--- config.mk ---
export PLATFORM = sky130hd
export DESIGN_NAME = pkt_out_drainer_flat
export DESIGN_NICKNAME = d
export VERILOG_FILES = /design/src/rtl/pkt_stream_pkg.sv /design/src/rtl/pkt_out_drainer_if.sv /design/src/rtl/pkt_skid_buf.sv /design/src/rtl/pkt_out_drainer.sv /design/src/flat_wrapper.sv
export SDC_FILE = /design/constraint.sdc
export NUM_CORES = 1
export LEC_CHECK = 0
export CAP_MARGIN = 20
export CORE_MARGIN = 4
export CORE_UTILIZATION = 44
export DETAILED_ROUTE_END_ITERATION = 6
export PLACE_DENSITY = 0.79
export SYNTH_ARGS = -nofsm -noshare
export SYNTH_HDL_FRONTEND = slang
export SYNTH_SLANG_ARGS = --single-unit
--- constraint.sdc ---
create_clock -name clk -period 9 [get_ports clk]
set_input_delay 2.25 -clock clk [delete_from_list [all_inputs] [get_ports clk]]
set_output_delay 2.25 -clock clk [all_outputs]
set_load 0.01 [all_outputs]
--- src/rtl/pkt_stream_pkg.sv ---
// Shared constants, word layout and FSM state type for the packet output path.
package pkt_stream_pkg;

    localparam int FIFO_WORD_W = 72;
    localparam logic [7:0] CTRL_MOD_HDR = 8'hFF;
    localparam logic [7:0] CTRL_BODY = 8'h00;

    typedef enum logic [1:0] {
        IDLE,
        HDR,
        BODY
    } pkt_state_e;

    // An end-of-packet word carries a one-hot byte mask, never 00 or FF
    function automatic logic is_eop(input logic [7:0] ctrl);
        return (ctrl != CTRL_BODY) && (ctrl != CTRL_MOD_HDR);
    endfunction

endpackage

--- src/rtl/pkt_out_drainer_if.sv ---
// FIFO read port plus NetFPGA-style output stream of pkt_out_drainer.
interface pkt_out_drainer_if #(
    parameter int DATA_WIDTH = 64,
    parameter int CTRL_WIDTH = 8
);
    import pkt_stream_pkg::*;

    logic                   fifo_empty;
    logic [FIFO_WORD_W-1:0] fifo_output;
    logic                   reb;
    logic [DATA_WIDTH-1:0]  out_data;
    logic [CTRL_WIDTH-1:0]  out_ctrl;
    logic                   out_wr;
    logic                   out_rdy;

    modport master (
        input  fifo_empty, fifo_output, out_rdy,
        output reb, out_data, out_ctrl, out_wr
    );

    modport slave (
        output fifo_empty, fifo_output, out_rdy,
        input  reb, out_data, out_ctrl, out_wr
    );

endinterface

--- src/rtl/pkt_skid_buf.sv ---
// Two-entry register FIFO that absorbs the one-cycle SRAM read latency.
module pkt_skid_buf #(
    parameter int W = 72
) (
    input  logic         clk,
    input  logic         reset,
    input  logic         push,
    input  logic [W-1:0] din,
    input  logic         pop,
    output logic [W-1:0] head,
    output logic [1:0]   occ
);

    logic [W-1:0] mem_q [2];
    logic [W-1:0] mem_d [2];
    logic         wr_q, wr_d;
    logic         rd_q, rd_d;
    logic [1:0]   occ_q, occ_d;

    always_comb begin
        mem_d = mem_q;
        wr_d  = wr_q;
        rd_d  = rd_q;
        if (push) begin
            mem_d[wr_q] = din;
            wr_d        = ~wr_q;
        end
        if (pop) begin
            rd_d = ~rd_q;
        end
        occ_d = occ_q + {1'b0, push} - {1'b0, pop};
    end

    always_ff @(posedge clk) begin
        if (reset) begin
            mem_q[0] <= '0;
            mem_q[1] <= '0;
            wr_q     <= 1'b0;
            rd_q     <= 1'b0;
            occ_q    <= 2'd0;
        end else begin
            mem_q <= mem_d;
            wr_q  <= wr_d;
            rd_q  <= rd_d;
            occ_q <= occ_d;
        end
    end

    assign head = mem_q[rd_q];
    assign occ  = occ_q;

endmodule

--- src/rtl/pkt_out_drainer.sv ---
// Drains fifo_sram onto the output stream with packet-boundary gating.
// Optional statistics counters: build with PKT_STATS_EN defined.
module pkt_out_drainer
    import pkt_stream_pkg::*;
#(
    parameter int DATA_WIDTH = 64,
    parameter int CTRL_WIDTH = 8,
    parameter int CNT_WIDTH  = 32
) (
    input  logic                  clk,
    input  logic                  reset,
    input  logic                  pc_en,
    pkt_out_drainer_if.master     io,
    output logic                  in_pkt,
    output logic [CNT_WIDTH-1:0]  pkt_cnt,
    output logic [CNT_WIDTH-1:0]  word_cnt
);

    pkt_state_e             state_q, state_d;
    logic                   inflight_q, inflight_d;
    logic [FIFO_WORD_W-1:0] head;
    logic [1:0]             occ;
    logic [2:0]             load;
    logic [CTRL_WIDTH-1:0]  cap_ctrl;
    logic                   push, pop, allow, reb;

    assign push     = inflight_q;
    assign pop      = (occ != 2'd0) & io.out_rdy & ~reset;
    assign cap_ctrl = io.fifo_output[DATA_WIDTH +: CTRL_WIDTH];

    pkt_skid_buf #(.W(FIFO_WORD_W)) u_skid (
        .clk   (clk),
        .reset (reset),
        .push  (push),
        .din   (io.fifo_output),
        .pop   (pop),
        .head  (head),
        .occ   (occ)
    );

    always_comb begin
        state_d = state_q;
        if (push) begin
            unique case (state_q)
                IDLE: begin
                    if (cap_ctrl == CTRL_MOD_HDR) state_d = HDR;
                    else if (cap_ctrl == CTRL_BODY) state_d = BODY;
                end
                HDR: begin
                    if (cap_ctrl == CTRL_BODY) state_d = BODY;
                end
                BODY: begin
                    if (cap_ctrl != CTRL_BODY) state_d = IDLE;
                end
                default: state_d = IDLE;
            endcase
        end
        // The EOP being captured already closes the packet for read gating
        allow = (state_d == IDLE) ? pc_en : 1'b1;
        // A slot freed by this cycle's pop is usable, giving full throughput
        load = {1'b0, occ} + {2'b0, inflight_q} - {2'b0, pop};
        reb = ~reset & ~io.fifo_empty & allow & (load < 3'd2);
        inflight_d = reb;
    end

    always_ff @(posedge clk) begin
        if (reset) begin
            state_q    <= IDLE;
            inflight_q <= 1'b0;
        end else begin
            state_q    <= state_d;
            inflight_q <= inflight_d;
        end
    end

    assign io.reb      = reb;
    assign io.out_wr   = pop;
    assign io.out_data = head[DATA_WIDTH-1:0];
    assign io.out_ctrl = head[DATA_WIDTH +: CTRL_WIDTH];
    assign in_pkt      = (state_q != IDLE);

`ifdef PKT_STATS_EN
    logic [CNT_WIDTH-1:0] pkt_cnt_q, pkt_cnt_d;
    logic [CNT_WIDTH-1:0] word_cnt_q, word_cnt_d;

    always_comb begin
        pkt_cnt_d  = pkt_cnt_q;
        word_cnt_d = word_cnt_q;
        if (pop) begin
            word_cnt_d = word_cnt_q + CNT_WIDTH'(1);
            if (is_eop(head[DATA_WIDTH +: CTRL_WIDTH])) begin
                pkt_cnt_d = pkt_cnt_q + CNT_WIDTH'(1);
            end
        end
    end

    always_ff @(posedge clk) begin
        if (reset) begin
            pkt_cnt_q  <= '0;
            word_cnt_q <= '0;
        end else begin
            pkt_cnt_q  <= pkt_cnt_d;
            word_cnt_q <= word_cnt_d;
        end
    end

    assign pkt_cnt  = pkt_cnt_q;
    assign word_cnt = word_cnt_q;
`else
    assign pkt_cnt  = '0;
    assign word_cnt = '0;
`endif

endmodule

--- src/flat_wrapper.sv ---
// flat-port wrapper written by rule: the top's interface ports become plain ports
module pkt_out_drainer_flat import pkt_stream_pkg::*;
#(
    parameter int DATA_WIDTH = 64,
    parameter int CTRL_WIDTH = 8,
    parameter int CNT_WIDTH  = 32
)
  (clk, reset, pc_en, in_pkt, pkt_cnt, word_cnt, io_fifo_empty, io_fifo_output, io_out_rdy, io_reb, io_out_data, io_out_ctrl, io_out_wr);
  pkt_out_drainer_if #(.DATA_WIDTH(DATA_WIDTH), .CTRL_WIDTH(CTRL_WIDTH)) io_i ();
  input  logic clk;
  input  logic reset;
  input  logic pc_en;
  output logic in_pkt;
  output logic [CNT_WIDTH-1:0] pkt_cnt;
  output logic [CNT_WIDTH-1:0] word_cnt;
  input wire logic [$bits(io_i.fifo_empty)-1:0] io_fifo_empty;
  input wire logic [$bits(io_i.fifo_output)-1:0] io_fifo_output;
  input wire logic [$bits(io_i.out_rdy)-1:0] io_out_rdy;
  output wire logic [$bits(io_i.reb)-1:0] io_reb;
  output wire logic [$bits(io_i.out_data)-1:0] io_out_data;
  output wire logic [$bits(io_i.out_ctrl)-1:0] io_out_ctrl;
  output wire logic [$bits(io_i.out_wr)-1:0] io_out_wr;
  assign io_i.fifo_empty = io_fifo_empty;
  assign io_i.fifo_output = io_fifo_output;
  assign io_i.out_rdy = io_out_rdy;
  assign io_reb = io_i.reb;
  assign io_out_data = io_i.out_data;
  assign io_out_ctrl = io_i.out_ctrl;
  assign io_out_wr = io_i.out_wr;
  pkt_out_drainer #(.DATA_WIDTH(DATA_WIDTH), .CTRL_WIDTH(CTRL_WIDTH), .CNT_WIDTH(CNT_WIDTH)) u_core (.clk(clk), .reset(reset), .pc_en(pc_en), .io(io_i), .in_pkt(in_pkt), .pkt_cnt(pkt_cnt), .word_cnt(word_cnt));
endmodule
After elaboration in Yosys (flattened, before gate mapping)
Index checks and enable logic that the tools add are counted.
{ "op_classes": {"muxes": 12, "bitwise": 11, "add_sub_neg": 4, "magnitude_cmp": 4, "reduce_logical": 7, "eq_ne": 3} }
{ "ops": {"columns": ["cell", "n"], "rows": [
  ["72-bit two-way mux", 4],
  ["144-bit bitwise mux", 1],
  ["72-bit demux with 1-bit select", 1],
  ["8-bit equality test, second input constant", 1],
  ["8-bit zero test", 1],
  ["2-bit two-way mux", 4],
  ["8-bit nonzero test", 1],
  ["2-bit case mux with 3 select lines", 1],
  ["1-bit AND", 5],
  ["2-bit greater-or-equal comparator, second input constant", 2],
  ["2-bit zero test", 2],
  ["1-bit inverter", 4],
  ["1-bit inverter with 2-bit output", 2],
  ["2-bit nonzero test", 2],
  ["2-bit by 1-bit adder with 3-bit output", 1],
  ["3-bit by 2-bit < comparator with 1-bit output, second input constant", 1],
  ["3-bit by 1-bit subtractor with 3-bit output", 1],
  ["2-bit by 1-bit adder with 2-bit output", 1],
  ["2-bit by 1-bit equality test with 1-bit output, second input constant", 1],
  ["2-bit equality test, second input constant", 1],
  ["2-bit by 1-bit < comparator with 1-bit output, second input constant", 1],
  ["2-bit by 1-bit subtractor with 2-bit output", 1],
  ["1-bit logical AND", 1],
  ["1-bit two-way mux", 1]
]} }
{ "totals": {"out_inout_bits": 139, "inputBits": 77, "register_bits": 151, "wordCells": 48} }

Depth between registers and ports, before layout
Gate-level depths: netlist of run 1.
{ "depth": {"depth_word": 9, "depth_mapped": 10, "ltp_nobuf": 9} }

Modules after synthesis
From an unflattened synthesis of run 1, not the netlist that was laid out.
{ "hier_totals": {"hier_cells": 820, "area_unflattened_um2": 6746.5} }
{ "modules_own_cells": {"columns": ["mod", "area_each_um2", "seq_area_each_um2", "instances", "cells_each"], "rows": [
  ["pkt_skid_buf", 5997.0, 2962.8, 1, 723],
  ["pkt_out_drainer", 749.5, 60.1, 1, 97]
]} }

Worst setup path before layout of run 1
No wires, ideal clock.
{ "synth_path": {"kind": "in2out", "startpoint": "input reset", "endpoint": "output io_reb", "required_time_ps": 6750, "cell_stages": 9, "path_buffers": 2, "path_slack_ps": 2288, "arrival_ps": 4462, "path_cell_list": "buf_2 > clkbuf_1 > nor2_1 > ha_1 > inv_1 > ha_1 > fa_1 > or4_1 > a31oi_1"} }
{ "synth_between": {"elab_chain_cells": 5, "elab_cells_between_ends": 7, "classes_between": "add/sub: 1; order compare: 1; bitwise: 5"} }
{ "synth_rtl": {"columns": ["item", "line_no", "source"], "rows": [
  ["start: declaration", "flat_wrapper.sv:11", "input logic reset;"],
  ["1-bit inverter", "pkt_out_drainer.sv:28", "assign pop = (occ != 2'd0) & io.out_rdy & ~reset;"],
  ["1-bit AND", "pkt_out_drainer.sv:28", null],
  ["net io_out_wr", "flat_wrapper.sv:22", "output wire logic [$bits(io_i.out_wr)-1:0] io_out_wr;"],
  ["3-bit by 1-bit subtractor with 3-bit output", "pkt_out_drainer.sv:61", "load = {1'b0, occ} + {2'b0, inflight_q} - {2'b0, pop};"],
  ["net u_core.load[1]", "pkt_out_drainer.sv:23", "logic [2:0] load;"],
  ["3-bit by 2-bit < comparator with 1-bit output", "pkt_out_drainer.sv:62", "reb = ~reset & ~io.fifo_empty & allow & (load < 3'd2);"],
  ["1-bit AND", "pkt_out_drainer.sv:62", null],
  ["end: declaration", "flat_wrapper.sv:19", "output wire logic [$bits(io_i.reb)-1:0] io_reb;"]
]} }
The timed path passes the listed nets, and every way through them passes these cells.

Worst setup path in the final report of run 1
{ "layout_path": {"startpoint": "input reset", "endpoint": "output io_reb"} }
{ "layout_between": {"elab_chain_cells": 5, "elab_cells_between_ends": 7, "classes_between": "add/sub: 1; order compare: 1; bitwise: 5"} }
{ "layout_rtl": {"columns": ["item", "line_no"], "rows": [
  ["1-bit inverter", "pkt_out_drainer.sv:28"],
  ["1-bit AND", "pkt_out_drainer.sv:28"],
  ["3-bit by 1-bit subtractor with 3-bit output", "pkt_out_drainer.sv:61"],
  ["net u_core.load[1]", "pkt_out_drainer.sv:23"],
  ["3-bit by 2-bit < comparator with 1-bit output", "pkt_out_drainer.sv:62"],
  ["1-bit AND", "pkt_out_drainer.sv:62"]
]} }
The timed path passes the listed nets, and every way through them passes these cells.

==> results.py, run 1 <==
metrics = {
    "critical_path": {
        "crit_path_max_fanout": 59,
        "worstSetupStartpoint": "reset",
        "critPathMaxStageDelay_ns": 0.57,
        "cp-start-kind": "primary input",
        "r2r_setup_slack_ns": 6.62,
        "worstReg2RegStart": "u_core.u_skid.occ[1]",
        "worst_path_most_repeated_cell": "ha_1",
        "reg2reg_depth": 8,
        "r2r-end": "u_core.inflight_q",
        "critical_path_class": "in -> out",
        "cpMaxStageDelayCell": "clkdlybuf4s50_1",
        "cp_cell_sequence": "buf_4, nor2_1, ha_1, inv_1, ha_1, fa_1, or4_1, a31oi_1, clkdlybuf4s50_1",
        "cp-endpoint": "io_reb",
        "worstPathRequired_ns": 6.75,
        "cp_data_arrival_time_ns": 5.14,
        "critPathCaptureType": "primary output",
    },
    "placement": {
        "gp_congestion": 0.860,
        "place_ws_ns": 1.61,
        "dpl.hpwl_um": 10100,
        "port_buffers": 151,
        "place_area_um2": 7930,
    },
    "route": {
        "drc": 0,
        "drt_first_pass_iters": 4,
        "ant_nets": 0,
        "drtIter0Drc": 253,
        "drt_wl_total_um": 16100,
        "vias_per_cell": 4.84,
        "wl_per_cell_um": 14.3,
        "vias": 5455,
    },
    "timing": {
        "clock.fmax_mhz": 135,
        "hold_violations": 0,
        "worst_slew_pin_slew_ns": 1.08,
        "setup_viol": 0,
        "finalWorstSetupSlack_ns": 1.61,
        "min_period_over_period_pct": 82.1,
        "fin_crit_ns": 7.39,
        "grt_setup_unrepaired": "no",
        "fin_skew_ns": 0.00547,
        "relSlewSlack_pct": 28.0,
        "tns_ns": 0,
        "finalMaxSlewViolations": 0,
    },
    "clock_network": {
        "numCtsBuffers": 17,
        "cts_tree": "yes",
        "post-cts-setup-buffers": 0,
        "cts_resized": 0,
        "root_buffer": "clkbuf_16",
        "clockBufferDepth": 2,
        "clk_latency_ns": 0.41,
        "hold_buffers": 0,
        "clk_pin_slew_ns": 0.06,
        "htree_levels": 4,
        "clkSinkCount": 151,
    },
    "logic_synthesis": {
        "seq_area_frac_synth_pct": 45.4,
        "synth_cell_types": 31,
        "synth_area_um2": 6650,
        "synthCells": 813,
        "yosysWarningCount": 0,
        "ys_seq_elements": 151,
        "syn_area_per_cell_um2": 8.18,
    },
    "layout": {
        "fillers": 1307,
        "fin_nets": 1012,
        "diodes": 0,
        "fin_area_um2": 8560,
        "syn2layout_area_growth_pct": 28.7,
        "layout-drive-gt1-share_pct": 12.3,
    },
    "pwr": {
        "power_density_nw_per_um2": 216,
        "p_leak_uw": 0.00312,
        "ir_drop_mv": 0.177,
    },
    "job": {
        "maxCapViolations": 0,
    },
    "die": {
        "ios": 216,
        "dieHeight_um": 131,
        "start_util_pct": 45.4,
        "row_count": 44,
        "die_width_um": 131,
        "design.die.area_um2": 17100,
        "coreArea_um2": 14600,
    },
    "outcome": {
        "outcome": "completed",
    },
    "grt": {
        "antenna_found_initial": 0,
        "grt_usage_pct": 18.7,
        "grt_overflow": 0,
        "grt_pass1_wl_um": 25600,
        "grt_pass1_vias": 5293,
        "grt_max_degree": 95,
    },
    "worst_hold_path": {
        "holdCritPathClass": "reg -> reg",
    },
}
-- stage by stage --
step           instances  hold slack [ns]  power [uW]  util, %
2_1_floorplan        876            0.433         985        -
3_3_place_gp        1097            0.439        1110     54.1
3_5_place_dp        1097            0.444        1110     54.1
4_1_cts             1128            0.452        1870     58.5
5_1_grt             1128            0.465        1930     58.5
6_report            1128            0.448        1850     58.5
-- cell usage after synthesis --
cell type / number / area [um^2]
clkbuf_1: 18 / 67.6
buf_4: 71 / 533
nor4_4: 1 / 21.3
mux2_2: 72 / 811
nand3_1: 1 / 5.00
buf_2: 26 / 130
inv_2: 1 / 3.75
fa_1: 1 / 20.0
o21ai_0: 1 / 5.00
and2_1: 1 / 6.26
nand2b_1: 1 / 6.26
a32oi_1: 1 / 8.76
a21oi_1: 147 / 736
buf_1: 4 / 15.0
or2_4: 1 / 8.76
dfxtp_1: 151 / 3020
nor2b_1: 2 / 12.5
conb_1: 1 / 3.75
nand4_1: 1 / 6.26
inv_1: 4 / 15.0
or4_1: 1 / 7.51
a31oi_1: 2 / 12.5
nor2_1: 4 / 15.0
a211oi_2: 1 / 12.5
nand2_1: 291 / 1090
xnor2_1: 1 / 8.76
xor2_1: 1 / 8.76
nor4_1: 2 / 12.5
ha_1: 2 / 25.0
or2b_1: 1 / 7.51
nor2_4: 1 / 11.3
-- logic make-up (layout without fill, tap and decap cells) --
family	count (synthesis)	after routing	synth area share, %
simple gates	308	308	18.2
compound gates	152	152	11.6
flops	151	151	45.4
buf+inv	124	192	11.5
mux	72	72	12.2
fa+ha+maj	3	3	0.677
xor+xnor	2	2	0.263
other cells	1	64	0.0564
-- sequential cells by signal (all words and copies together), names as in the netlist --
name and flops:
u_core.state_q 2, u_core.u_skid.wr_q 1, u_core.inflight_q 1, u_core.u_skid.mem_q 144
u_core.u_skid.rd_q 1, u_core.u_skid.occ 2
-- critical path: cells and delay by family --
family	cells	cell delay (ns)
AO/OA/AOI/OAI	1	0.18
adder cells (fa/ha/maj)	3	0.92
buffers and inverters	3	1.09
AND/OR/NAND/NOR	2	0.67
-- cell type report --
cell class,instances,area [um^2],area share (%)
Sequential cell,151,3030,35.4
Clock inverter,8,144,1.68
Inverter,5,18.8,0.219
Tap cell,184,230,2.69
Timing Repair Buffer,156,1550,18.1
Multi-Input combinational cell,601,3110,36.3
Clock buffer,23,488,5.70
-- where the power goes --
part	total (uW)	switching [uW]	internal (uW)
Clock	755	263	492
Sequential	767	55.2	711
Combinational	327	157	170
-- worst min path at each step --
stage                        startpoint                       end  slack (ns)  cells past startpoint
6_report       u_core.u_skid.mem_q[121]  u_core.u_skid.mem_q[121]        0.45                      2
5_1_grt        u_core.u_skid.mem_q[113]  u_core.u_skid.mem_q[113]        0.47                      2
4_1_cts         u_core.u_skid.mem_q[94]   u_core.u_skid.mem_q[94]        0.45                      2
3_5_place_dp    u_core.u_skid.mem_q[94]   u_core.u_skid.mem_q[94]        0.44                      2
3_3_place_gp    u_core.u_skid.mem_q[40]   u_core.u_skid.mem_q[40]        0.44                      2
2_1_floorplan    u_core.u_skid.mem_q[0]    u_core.u_skid.mem_q[0]        0.43                      2
-- layer usage --
| layer | track usage (%) | routed length (um) | part of all wire (%) | vias to the layer above |
|---|---|---|---|---|
| met2 | 31.7 | 7830 | 49 | 163 |
| met1 | 23.0 | 6990 | 43 | 2519 |
| met3 | 5.57 | 1120 | 6.9 | 17 |
| li1 | - | - | - | 2756 |
| met4 | 5.51 | 205 | 1.3 | 0 |
| met5 | 0 | 0 | 0 | - |
-- placed cells by master, fill, tap and decap left out, types with 2 or more instances in the layout --
cell / netlist / routed
nand2_1: 291 / 290
clkdlybuf4s50_1: 0 / 150
dfxtp_1: 151 / 150
a21oi_1: 147 / 147
mux2_2: 72 / 72
conb_1: 1 / 64
clkbuf_16: 0 / 17
buf_4: 71 / 6
nor2_1: 4 / 4
inv_1: 4 / 4
bufinv_16: 0 / 4
clkbuf_8: 0 / 4
clkinv_2: 0 / 3
nor4_1: 2 / 2
a31oi_1: 2 / 2
nor2b_1: 2 / 2
ha_1: 2 / 2
clkbuf_1: 18 / 2
Power figures use the tool's default switching activity.
==> run 2: changes to the inputs <==
--- a/config.mk
+++ b/config.mk
@@ -7,7 +7,7 @@
 export LEC_CHECK = 0
 export CAP_MARGIN = 20
 export CORE_MARGIN = 4
-export CORE_UTILIZATION = 44
+export CORE_UTILIZATION = 42
 export DETAILED_ROUTE_END_ITERATION = 6
 export PLACE_DENSITY = 0.79
 export SYNTH_ARGS = -nofsm -noshare
==> constraint.sdc (replaced) <==
create_clock -name clk -period 6.2 [get_ports clk]
set_input_delay 1.55 -clock clk [delete_from_list [all_inputs] [get_ports clk]]
set_output_delay 1.55 -clock clk [all_outputs]
set_load 0.01 [all_outputs]
==> results.py, run 2 (same netlist as run 1, synthesis figures left out) <==
metrics = {
    "outcome": {
        "outcome": "completed",
    },
    "grt": {
        "grt_pass1_vias": 5267,
        "antenna_found_initial": 0,
        "grtUsageMet1_pct": 21.4,
        "grt_busiest_layer": "met2",
        "grt_pass1_wl_um": 25600,
        "grt_overflow": 0,
        "grt_use_met3_pct": 5.70,
        "grt_usage_pct": 17.5,
        "grt_use_met2_pct": 29.6,
        "grt_max_degree": 88,
    },
    "worst_hold_path": {
        "holdCritPathClass": "reg -> reg",
        "hold_path.startpoint": "u_core.u_skid.mem_q[35]",
        "holdPathStages": 2,
        "whs_endpoint": "u_core.u_skid.mem_q[35]",
    },
    "clock_network": {
        "numCtsBuffers": 17,
        "clkSinkCount": 151,
        "clockBufferDepth": 2,
        "post-cts-setup-buffers": 0,
        "clk_pin_slew_ns": 0.06,
        "root_buffer": "clkbuf_16",
        "clk_latency_ns": 0.40,
        "cts_resized": 0,
        "hold_buffers": 0,
        "cts_tree": "yes",
        "htree_levels": 4,
    },
    "timing": {
        "min_period_over_period_pct": 96.5,
        "tns_ns": 0,
        "setup_viol": 0,
        "finalMaxSlewViolations": 0,
        "clock.fmax_mhz": 167,
        "fin_crit_ns": 5.98,
        "hold_violations": 0,
        "fin_skew_ns": 0.00723,
        "grt_setup_unrepaired": "no",
        "relSlewSlack_pct": 29.0,
        "worst_slew_pin_slew_ns": 1.06,
    },
    "critical_path": {
        "critPathCaptureType": "primary output",
        "r2r-end": "u_core.inflight_q",
        "cp-start-kind": "primary input",
        "r2r_setup_slack_ns": 3.78,
        "crit_path_max_fanout": 2,
        "reg2reg_depth": 8,
        "critical_path_class": "in -> out",
        "worstPathRequired_ns": 4.65,
        "cp_data_arrival_time_ns": 4.43,
        "worstReg2RegStart": "u_core.u_skid.occ[1]",
    },
    "layout": {
        "layout_commonest_cell": "nand2_1",
        "diodes": 0,
        "fin_nets": 1013,
        "regMostFlops": "u_core.u_skid.mem_q",
        "syn2layout_area_growth_pct": 29.0,
        "mostFrequentLayoutCells": "nand2_1, clkdlybuf4s50_1, dfxtp_1",
        "largest_reg_flops": 144,
        "layout-drive-gt1-share_pct": 12.4,
    },
    "pwr": {
        "ir_drop_mv": 0.260,
        "power_density_nw_per_um2": 306,
        "report.power.total_uw": 2630,
        "p_leak_uw": 0.00311,
    },
    "route": {
        "vias_per_cell": 4.71,
        "drt_first_pass_iters": 5,
        "ant_nets": 0,
        "vias": 5442,
        "drtIter0Drc": 228,
        "drc": 0,
        "wl_per_cell_um": 13.8,
        "drt_wl_total_um": 16000,
    },
    "die": {
        "row_count": 45,
        "design.die.area_um2": 17900,
        "ios": 216,
        "coreArea_um2": 15400,
        "die_width_um": 134,
        "dieHeight_um": 134,
        "start_util_pct": 43.3,
    },
    "job": {
        "maxCapViolations": 0,
    },
    "placement": {
        "dpl.hpwl_um": 10100,
        "port_buffers": 151,
        "gp_congestion": 0.761,
    },
}
run 2: cell count changes in the layout (fill, tap and decap cells not counted), sizes merged:
cell and change:
clkinvlp +1, bufinv -2, clkbuf +2, buf +1, clkinv -1
run 2: power breakdown:
group | leakage (uW) | total [uW] | internal (uW) | switching, uW
sequential | 0.00122 | 1110 | 1030 | 80.7
clock | 0.000300 | 1040 | 668 | 375
combinational | 0.00159 | 474 | 247 | 226
run 2: how the worst max path moves through the flow:
stage	startpoint	to	slack (ns)	depth (start not counted)
floorplan	reset	io_reb	0.89	9
global placement	io_out_rdy	io_reb	0.27	10
detailed placement	io_out_rdy	io_reb	0.19	10
CTS	io_out_rdy	io_reb	0.17	10
global route	io_out_rdy	io_reb	0.09	10
finish	io_out_rdy	io_reb	0.22	10
run 2: critical path: stages:
cell	delay (ns)
clkdlybuf4s50_1	0.46
o21ai_0	0.12
nor2_1	0.17
ha_1	0.25
inv_1	0.05
ha_1	0.15
fa_1	0.42
or4_1	0.53
a31oi_1	0.16
clkdlybuf4s50_1	0.56
run 2: stage by stage:
step	cells	util (%)	cell area (um^2)	hold slack, ns	setup slack [ns]
2_1_floorplan	876	-	6890	0.433	0.888
3_3_place_gp	1125	51.9	7970	0.438	0.265
3_5_place_dp	1125	51.9	7970	0.444	0.187
4_1_cts	1156	55.8	8580	0.452	0.175
5_1_grt	1156	55.8	8580	0.468	0.0924
6_report	1156	55.8	8580	0.451	0.220
run 2: layout make-up:
type                       instances  area, um^2
multi-input combinational        601        3110
inverter                           5        18.8
clock inverter                     6        86.3
tap                              211         264
clock buffer                      25         527
fill                            1447        6790
timing repair buffer             157        1550
sequential                       151        3030
run 2: metal layers:
metal	up-vias	part of all wire (%)
li1	2761	-
met1	2527	43
met2	138	49
met3	16	6.9
met4	0	1.3
met5	-	0
==> run 3: changes to the inputs <==
--- a/config.mk
+++ b/config.mk
@@ -6,7 +6,6 @@
 export NUM_CORES = 1
 export LEC_CHECK = 0
 export CAP_MARGIN = 20
-export CORE_MARGIN = 4
 export CORE_UTILIZATION = 42
 export DETAILED_ROUTE_END_ITERATION = 6
 export PLACE_DENSITY = 0.79
==> results.py, run 3 (same netlist as run 1, synthesis figures left out) <==
metrics = {
    "outcome": {
        "outcome": "completed",
    },
    "clock_network": {
        "htree_levels": 4,
        "clockBufferDepth": 2,
        "cts_tree": "yes",
        "hold_buffers": 0,
        "clkSinkCount": 151,
        "clk_pin_slew_ns": 0.06,
        "root_buffer": "clkbuf_16",
        "numCtsBuffers": 17,
        "clk_latency_ns": 0.42,
    },
    "route": {
        "drt_first_pass_iters": 6,
        "drc": 0,
        "drt_wl_total_um": 15700,
        "drtIter0Drc": 354,
        "ant_nets": 0,
        "wl_per_cell_um": 13.6,
        "vias_per_cell": 4.75,
        "vias": 5501,
    },
    "layout": {
        "fillers": 1457,
        "seqCellArea_um2": 3030,
        "regMostFlops": "u_core.u_skid.mem_q",
        "largest_reg_flops": 144,
        "layout-drive-gt1-share_pct": 12.6,
        "diodes": 0,
        "syn2layout_area_growth_pct": 28.9,
        "layout_commonest_cell": "nand2_1",
        "fin_nets": 1013,
        "mostFrequentLayoutCells": "nand2_1, dfxtp_1, clkdlybuf4s50_1",
        "multi_input_area_um2": 3110,
    },
    "die": {
        "die_width_um": 128,
        "coreArea_um2": 15300,
        "dieHeight_um": 128,
        "ios": 216,
        "row_count": 45,
        "design.die.area_um2": 16300,
        "start_util_pct": 43.4,
    },
    "timing": {
        "setup_viol": 0,
        "tns_ns": 0,
        "finalMaxSlewViolations": 0,
        "hold_violations": 0,
        "relSlewSlack_pct": 24.1,
        "fin_skew_ns": 0.00762,
        "worst_slew_pin_slew_ns": 1.14,
        "hold_ws_ns": 0.450,
        "min_period_over_period_pct": 91.3,
        "clock.fmax_mhz": 177,
        "grt_setup_unrepaired": "no",
        "fin_crit_ns": 5.66,
    },
    "critical_path": {
        "cp-start-kind": "primary input",
        "crit_path_max_fanout": 2,
        "critPathCaptureType": "primary output",
        "cp_data_arrival_time_ns": 4.11,
        "worstPathRequired_ns": 4.65,
        "critical_path_class": "in -> out",
        "reg2reg_depth": 8,
    },
    "grt": {
        "grt_usage_pct": 19.3,
        "grt_pass1_vias": 5133,
        "grt_use_met3_pct": 6.05,
        "grt_overflow": 0,
        "grt_busiest_layer": "met2",
        "antenna_found_initial": 0,
        "grt_pass1_wl_um": 24900,
        "grt_max_degree": 107,
        "grt_use_met2_pct": 32.4,
        "grtUsageMet1_pct": 23.1,
    },
    "worst_hold_path": {
        "holdPathStages": 2,
        "holdCritPathClass": "reg -> reg",
    },
    "placement": {
        "gp_congestion": 0.740,
        "dpl.hpwl_um": 9380,
        "port_buffers": 151,
    },
    "pwr": {
        "ir_drop_mv": 0.174,
        "power_density_nw_per_um2": 306,
        "p_leak_uw": 0.00312,
    },
    "job": {
        "maxCapViolations": 0,
    },
}
==> run 3: cell type report <==
| class | count | share of cell area (%) |
|---|---|---|
| multi-input combinational | 601 | 36.2 |
| sequential | 151 | 35.3 |
| timing repair buffer | 157 | 18.2 |
| clock buffer | 22 | 5.65 |
| tap | 211 | 3.08 |
| clock inverter | 10 | 1.37 |
| inverter | 5 | 0.219 |
==> run 3: stage by stage <==
step	instance area (um^2)	instances	total power (uW)	util, %	worst slack, ns
after floorplan	6890	876	1430	-	0.888
after global placement	7970	1125	1610	52.0	0.249
after detailed placement	7970	1125	1610	52.0	0.119
after CTS	8570	1157	2660	56.0	0.107
after global routing	8570	1157	2750	56.0	0.313
final	8570	1157	2630	56.0	0.539
==> run 3: worst max-delay path, cell delays in order <==
cell and delay [ns]:
clkdlybuf4s50_1 0.47, o21ai_0 0.13, nor2_1 0.18, ha_1 0.25, inv_1 0.06, ha_1 0.15
fa_1 0.42, or4_1 0.50, a31oi_1 0.18, dlymetal6s2s_1 0.22
==> run 3: path summary, 6_finish.rpt <==
check / from / end / slack (ns)
worst min-delay path: u_core.u_skid.mem_q[140] / u_core.u_skid.mem_q[140] / 0.45
worst max register to register: u_core.u_skid.occ[1] / u_core.inflight_q / 3.82
worst min register to register: u_core.u_skid.mem_q[140] / u_core.u_skid.mem_q[140] / 0.45
worst max-delay path: io_out_rdy / io_reb / 0.54
==> run 3: timing repair <==
item,4_1_cts,5_1_grt
setup endpoints to repair,0,1
resized for setup,0,1
setup buffers,0,0
==> run 3: per-layer routing <==
metal	routed length [um]	share of wire [%]	up-vias
met5	0	0	-
met4	243	1.5	0
met3	1080	6.9	18
met2	7440	47	175
met1	6950	44	2546
li1	-	-	2762
==> run 3: power breakdown <==
group	switching (uW)	internal (uW)	total, uW
sequential	82.6	1030	1110
clock	401	637	1040
combinational	226	248	474
total	710	1920	2630
